==> config.mk <==
export PLATFORM = sky130hd
export DESIGN_NAME = muldiv_unit
export DESIGN_NICKNAME = d
export VERILOG_FILES = /design/src/rtl/muldiv_unit_pkg.sv /design/src/rtl/muldiv_step.sv /design/src/rtl/muldiv_unit.sv
export SDC_FILE = /design/constraint.sdc
export NUM_CORES = 1
export LEC_CHECK = 0
export CAP_MARGIN = 20
export CORE_UTILIZATION = 30
export CTS_CLUSTER_DIAMETER = 200
export DETAILED_ROUTE_END_ITERATION = 6
export DONT_BUFFER_PORTS = 1
export PLACE_DENSITY_LB_ADDON = 0.05
export REMOVE_ABC_BUFFERS = 1
export SLEW_MARGIN = 20
export SYNTH_ARGS = -nofsm -noshare
export SYNTH_HDL_FRONTEND = slang
export SYNTH_SLANG_ARGS = --single-unit
export TNS_END_PERCENT = 20
==> constraint.sdc <==
create_clock -name clk -period 3 [get_ports clk]
set_input_delay 0.6 -clock clk [delete_from_list [all_inputs] [get_ports clk]]
set_output_delay 0.6 -clock clk [all_outputs]
set_load 0.05 [all_outputs]
==> src/rtl/muldiv_unit_pkg.sv <==
// Shared types for the iterative multiply/divide unit.
// Latency: n/a (types, constants and helpers only).
// Backpressure: n/a.
package muldiv_unit_pkg;

  localparam int kMULDIV_W = 32;

  typedef enum logic [1:0] {
    OP_MUL   = 2'b00,  // low half of product
    OP_MULHU = 2'b01,  // high half of product
    OP_DIVU  = 2'b10,  // quotient
    OP_REMU  = 2'b11   // remainder
  } muldiv_op_e;

  typedef enum logic [1:0] {
    IDLE = 2'd0,
    RUN  = 2'd1,
    DONE = 2'd2
  } muldiv_state_e;

  function automatic logic op_is_div(input muldiv_op_e op);
    return (op == OP_DIVU) || (op == OP_REMU);
  endfunction

endpackage

==> src/rtl/muldiv_step.sv <==
// One radix-2 iteration: shift-add multiply or restoring divide.
// Latency: purely combinational.
// Backpressure: none; the caller decides when to register the result.
// Ports: op selects mul/div path; p is the 2W product register, r the W+1
// remainder, q the quotient, b the multiplier/divisor; *_nxt are the
// post-iteration values (the unused path passes through unchanged).
module muldiv_step
  import muldiv_unit_pkg::*;
#(
  parameter int WIDTH = kMULDIV_W
) (
  input  muldiv_op_e         op,
  input  logic [2*WIDTH-1:0] p,
  input  logic [WIDTH:0]     r,
  input  logic [WIDTH-1:0]   q,
  input  logic [WIDTH-1:0]   b,
  output logic [2*WIDTH-1:0] p_nxt,
  output logic [WIDTH:0]     r_nxt,
  output logic [WIDTH-1:0]   q_nxt
);

  logic [WIDTH:0]   mul_sum;  // carry out lands in the top bit
  logic [WIDTH+1:0] rq_sh;    // remainder shifted left, next dividend bit in
  logic             sub_ok;   // trial subtraction would stay non-negative

  assign mul_sum = {1'b0, p[2*WIDTH-1:WIDTH]} + (p[0] ? {1'b0, b} : '0);
  assign rq_sh   = {r, q[WIDTH-1]};
  assign sub_ok  = (rq_sh >= {2'b00, b});

  always_comb begin
    p_nxt = p;
    r_nxt = r;
    q_nxt = q;
    if (op_is_div(op)) begin
      // Remainder stays below b between iterations, so W+1 bits are enough
      // once the (possible) subtraction is done.
      r_nxt = sub_ok ? (WIDTH+1)'(rq_sh - {2'b00, b}) : rq_sh[WIDTH:0];
      q_nxt = {q[WIDTH-2:0], sub_ok};
    end else begin
      p_nxt = {mul_sum, p[WIDTH-1:1]};
    end
  end

endmodule

==> src/rtl/muldiv_unit.sv <==
// Iterative unsigned MUL/MULHU/DIVU/REMU for the execute stage.
// Latency: WIDTH+1 cycles from start to the one-cycle valid; 1 cycle for divide by zero.
// Backpressure: stall holds FD/DX while busy; flush aborts without a result.
// Ports: clk/n_reset (async active-low), flush_i, start_i, op_i, rs_val_i (A),
// rd_val_i (B) in; stall_o (combinational from start/flush), valid_o and
// result_o (zero unless valid) out.
module muldiv_unit
  import muldiv_unit_pkg::*;
#(
  parameter int WIDTH = kMULDIV_W
) (
  input  logic             clk,
  input  logic             n_reset,
  input  logic             flush_i,
  input  logic             start_i,
  input  logic [1:0]       op_i,
  input  logic [WIDTH-1:0] rs_val_i,
  input  logic [WIDTH-1:0] rd_val_i,
  output logic             stall_o,
  output logic             valid_o,
  output logic [WIDTH-1:0] result_o
);

  localparam int CW = $clog2(WIDTH + 1);
  localparam logic [CW-1:0] CNT_LOAD = CW'(WIDTH);

  muldiv_state_e      state;
  logic [CW-1:0]      cnt;
  muldiv_op_e         op_q;
  logic [WIDTH-1:0]   b_q;
  logic [2*WIDTH-1:0] p_q;
  logic [WIDTH:0]     r_q;
  logic [WIDTH-1:0]   q_q;
  logic [WIDTH-1:0]   res_q;

  logic [2*WIDTH-1:0] p_nxt;
  logic [WIDTH:0]     r_nxt;
  logic [WIDTH-1:0]   q_nxt;

  muldiv_op_e op_in;
  assign op_in = muldiv_op_e'(op_i);

  muldiv_step #(.WIDTH(WIDTH)) u_step (
    .op    (op_q),
    .p     (p_q),
    .r     (r_q),
    .q     (q_q),
    .b     (b_q),
    .p_nxt (p_nxt),
    .r_nxt (r_nxt),
    .q_nxt (q_nxt)
  );

  function automatic logic [WIDTH-1:0] sel_result(
    input muldiv_op_e         op,
    input logic [2*WIDTH-1:0] p,
    input logic [WIDTH-1:0]   r,
    input logic [WIDTH-1:0]   q
  );
    case (op)
      OP_MUL:   return p[WIDTH-1:0];
      OP_MULHU: return p[2*WIDTH-1:WIDTH];
      OP_DIVU:  return q;
      default:  return r;
    endcase
  endfunction

  // The result is captured on the transition into DONE so the outputs only
  // ever come from registers, never from the operand inputs.
  always_ff @(posedge clk or negedge n_reset) begin
    if (!n_reset) begin
      state <= IDLE;
      cnt   <= '0;
      op_q  <= OP_MUL;
      b_q   <= '0;
      p_q   <= '0;
      r_q   <= '0;
      q_q   <= '0;
      res_q <= '0;
    end else if (flush_i) begin
      state <= IDLE;
      cnt   <= '0;
    end else begin
      case (state)
        IDLE: begin
          if (start_i) begin
            op_q <= op_in;
            b_q  <= rd_val_i;
            p_q  <= {{WIDTH{1'b0}}, rs_val_i};
            r_q  <= '0;
            q_q  <= rs_val_i;
            if (op_is_div(op_in) && (rd_val_i == '0)) begin
              // Divide by zero skips iteration entirely.
              res_q <= (op_in == OP_DIVU) ? '1 : rs_val_i;
              state <= DONE;
            end else begin
              cnt   <= CNT_LOAD;
              state <= RUN;
            end
          end
        end
        RUN: begin
          p_q <= p_nxt;
          r_q <= r_nxt;
          q_q <= q_nxt;
          cnt <= cnt - CW'(1);
          if (cnt == CW'(1)) begin
            res_q <= sel_result(op_q, p_nxt, r_nxt[WIDTH-1:0], q_nxt);
            state <= DONE;
          end
        end
        DONE: begin
          // DX advances at this edge; the instruction still on start_i is
          // the one just completed.
          state <= IDLE;
        end
        default: state <= IDLE;
      endcase
    end
  end

  assign valid_o  = (state == DONE) & ~flush_i;
  assign result_o = valid_o ? res_q : '0;
  // Gated by reset so the pipeline never sees a stall while held in reset.
  assign stall_o  = n_reset & ~flush_i &
                    (((state == IDLE) & start_i) | (state == RUN));

endmodule

==> results of run 1 <==
[through the flow]
step,power (W),hold slack (ns)
3_3_place_gp,0.00727,0.313
3_5_place_dp,0.00728,0.315
4_1_cts,0.0107,-0.306
6_report,0.0108,-0.281
5_1_grt,0.0114,-0.308
2_1_floorplan,0.00568,0.304
[registers in the layout, indices dropped and copies added (netlist names)]
signal and cells:
p_q 64, res_q 32, b_q 32, state 2
op_q 2, cnt 6, r_q 33, q_q 32
[cells by family after synthesis]
logic type | after synthesis | share of synthesized area, %
xor gates and xnor gates | 58 | 3.71
muxes | 50 | 3.73
and+or+nand+nor | 439 | 15.4
DFF | 203 | 37.1
adders and majority gates | 68 | 6.32
buffers and inverters | 222 | 6.52
AOI/OAI and AO/OA | 545 | 27.2
[final cells by class]
cell class                      instances  area, µm²  share of cell area, %
Antenna cell                            1       2.50                 0.0138
Clock buffer                           39        781                   4.30
Clock inverter                          7        100                  0.551
Inverter                              117        439                   2.42
Multi-Input combinational cell       1160       8450                   46.5
Sequential cell                       203       5080                   28.0
Tap cell                              592        741                   4.08
Timing Repair Buffer                  322       2560                   14.1
[layer usage]
metal  global-route usage, %  vias to the layer above  part of all wire [%]
li1                        -                     6263                     -
met1                    34.6                     6391                    49
met2                    35.0                      324                    43
met3                    4.38                       54                   5.8
met4                    4.44                        0                   1.9
met5                       0                        -                     0
[report_power, final]
group          leakage, nW  internal, W  switching (W)  total, W
combinational         5.39      0.00166        0.00201   0.00367
sequential            2.66      0.00332       0.000500   0.00382
clock                0.437      0.00197        0.00133   0.00330
[repair_timing]
item | in CTS | in global routing
cloned | 0 | 1
setup endpoints to repair | 26 | 47
pin swaps | 13 | 35
setup buffers | 2 | 12
resized for setup | 34 | 113
endpoints found under the hold margin | 203 | 203
[how the worst min path moves through the flow]
stage | end | slack [ns] | depth (start not counted)
floorplan | b_q[0] | 0.30 | 0
global placement | cnt[2] | 0.31 | 0
detailed placement | res_q[11] | 0.31 | 0
CTS | res_q[11] | -0.31 | 0
global route | cnt[5] | -0.31 | 0
finish | res_q[11] | -0.28 | 0
[worst max-delay path, cell delays in order (launching register included)]
cell and delay, ns:
dfrtp_1 0.39, inv_2 0.06, ha_2 0.18, inv_2 0.04
fa_2 0.34, a21oi_2 0.13, o211ai_1 0.13, a31oi_1 0.19
buf_4 0.15, a21oi_4 0.06, a21o_4 0.24, buf_12 0.14
buf_4 0.14, mux2i_1 0.12, buf_4 0.15, nor2_1 0.22
o22ai_1 0.11, o21ai_1 0.12
[cells in the final DEF (no fill, tap or decap), types with 8 or more instances in the layout]
master / n
nor3_1: 13
a222oi_1: 61
a22o_1: 30
inv_1: 112
xnor2_1: 35
ha_1: 46
ha_4: 14
mux2_2: 8
mux2i_1: 36
xor2_1: 19
a21oi_1: 82
nor2b_1: 8
a31oi_1: 9
nor2_1: 93
nand4_1: 17
a21o_1: 40
o21ai_0: 134
nor4_1: 9
and2_1: 72
buf_4: 309
a211oi_2: 8
clkbuf_16: 28
o221ai_1: 11
nand2_1: 142
dfrtp_1: 200
or3_1: 10
o21a_1: 13
a21oi_2: 21
o211ai_1: 13
o21ai_1: 28
o22ai_1: 10
buf_12: 9
nand3_1: 17
==> run_results.csv, run 1 <==
group,metric,value,unit
yosys,yosysSeqAreaShare,37.1,%
yosys,synthFlopType,"dfrtp_1",
drt,postRouteAntennaNets,0,
drt,drc,2,
layout,drive_gt1_share,27.9,%
placement,gp_congestion,0.878,
global_routing,grt_pass1_vias,13085,
sta,slew_headroom,32.9,%
placement,pre_cts_ws,-0.322,ns
yosys,synth_area_per_cell,8.64,µm²
power,leakagePower,8.49,nW
global_routing,antenna_found_initial,0,
layout,fill_cells,4526,
placement,placed_area,0.0165,mm²
sta,period_minus_slack,2.99,ns
setup_path,crit_arrival,3.49,ns
floorplan,rows,77,
sta,period_share,99.6,%
worst_hold_path,min_path_type,"input port to asynchronous set/reset pin",
cts,clock_latency,0.57,ns
cts,cts_sinks,203,
setup_path,worstSetupPathType,"flip-flop to flip-flop",
sta,tightest_slew,0.996,ns
job,cap_violations,0,
setup_path,cp_max_fo,7,
floorplan,die_h,216,µm
floorplan,die_w,216,µm
setup_path,start_kind,"flip-flop",
placement,dp_hpwl,41000,µm
sta,finalHoldViolCount,203,
layout,nNetsFinal,1969,
cts,clkTransAtPathRegs,0.06,ns
setup_path,cp.required,3.50,ns
cts,cts-htree-levels,1,
cts,cts_tree,"done",
cts,cts-root-buf,"clkbuf_16",
yosys,synth-edff-count,0,
yosys,netlist_area,0.0137,mm²
yosys,synth.largest_area_cell,"dfrtp_1",
setup_path,rr_worst_depth,17,
yosys,async_reset_ff_share,100,%
outcome,violations,"design-rule violations, negative hold slack",
yosys,yosys-top-cells-area,"dfrtp_1 (37%), ha_1 (6.0%), o21ai_0 (5.4%)",
global_routing,grt_overflow,0,
power,ir_drop,0.000328,V
sta,tns,0,ns
sta,rsz0062_at_grt,"true",
yosys,synth_cells,1585,
drt,firstDrtPassIters,7,
drt,detail_route.wl_per_cell,22.7,µm
sta,finalSetupViolCount,0,
setup_path,crit_path_end_kind,"flip-flop",
layout,fin_area,0.0182,mm²
yosys,synth_top_area_share,37.1,%
power,p_per_area,594,mW/mm²
placement,portBuffers,0,
floorplan,die-area,0.0465,mm²
setup_path,crit_end,"res_q[10]",
global_routing,track_usage,23.3,%
sta,skew,0.0202,ns
layout,final_cell_count_no_fill,2441,
floorplan,start_util,30.7,%
cts,clockBufferDepth,3,
yosys,ys_warn_count,0,
drt,drtIter0Drc,1174,
setup_path,reg2reg_from,"q_q[31]",
sta,finalWorstSetupSlack,0.0113,ns
placement,placed_cells,2381,
drt,wl,55400,µm
layout,fin_util,40.7,%
floorplan,design.core.area,0.0446,mm²
outcome,outcome,"finished, violations left",
drt,via_per_inst,5.34,
yosys,synth_most_common_cell,"dfrtp_1",
setup_path,rr_endpoint,"res_q[10]",
global_routing,grt_pass1_wl,82900,µm
yosys,synth_common_cells,"dfrtp_1 (203), nand2_1 (148), o21ai_0 (148)",
sta,fin_hold_ws,-0.281,ns
layout,syn2layout_area_growth,32.6,%
drt,num_vias,13032,
setup_path,crit_path_start,"q_q[31]",
sta,slew_viol_final,0,
yosys,ys_types,80,
floorplan,io_pins,104,
cts,cts_made_buffers,27,
sta,max_freq,335,MHz
global_routing,grt_max_degree,205,
setup_path,ff2ff_setup_slack,0.01,ns
yosys,synth_seq_cells,203,
Note: power is estimated with default switching activity, not from simulation.
==> run 2, diff against run 1 <==
--- a/config.mk
+++ b/config.mk
@@ -5,7 +5,7 @@
 export SDC_FILE = /design/constraint.sdc
 export NUM_CORES = 1
 export LEC_CHECK = 0
-export CAP_MARGIN = 20
+export ABC_CLOCK_PERIOD_IN_PS = 3000
 export CORE_UTILIZATION = 30
 export CTS_CLUSTER_DIAMETER = 200
 export DETAILED_ROUTE_END_ITERATION = 6
==> results of run 2 <==
No change in the layout: final DEF, timing and power equal those of run 1.
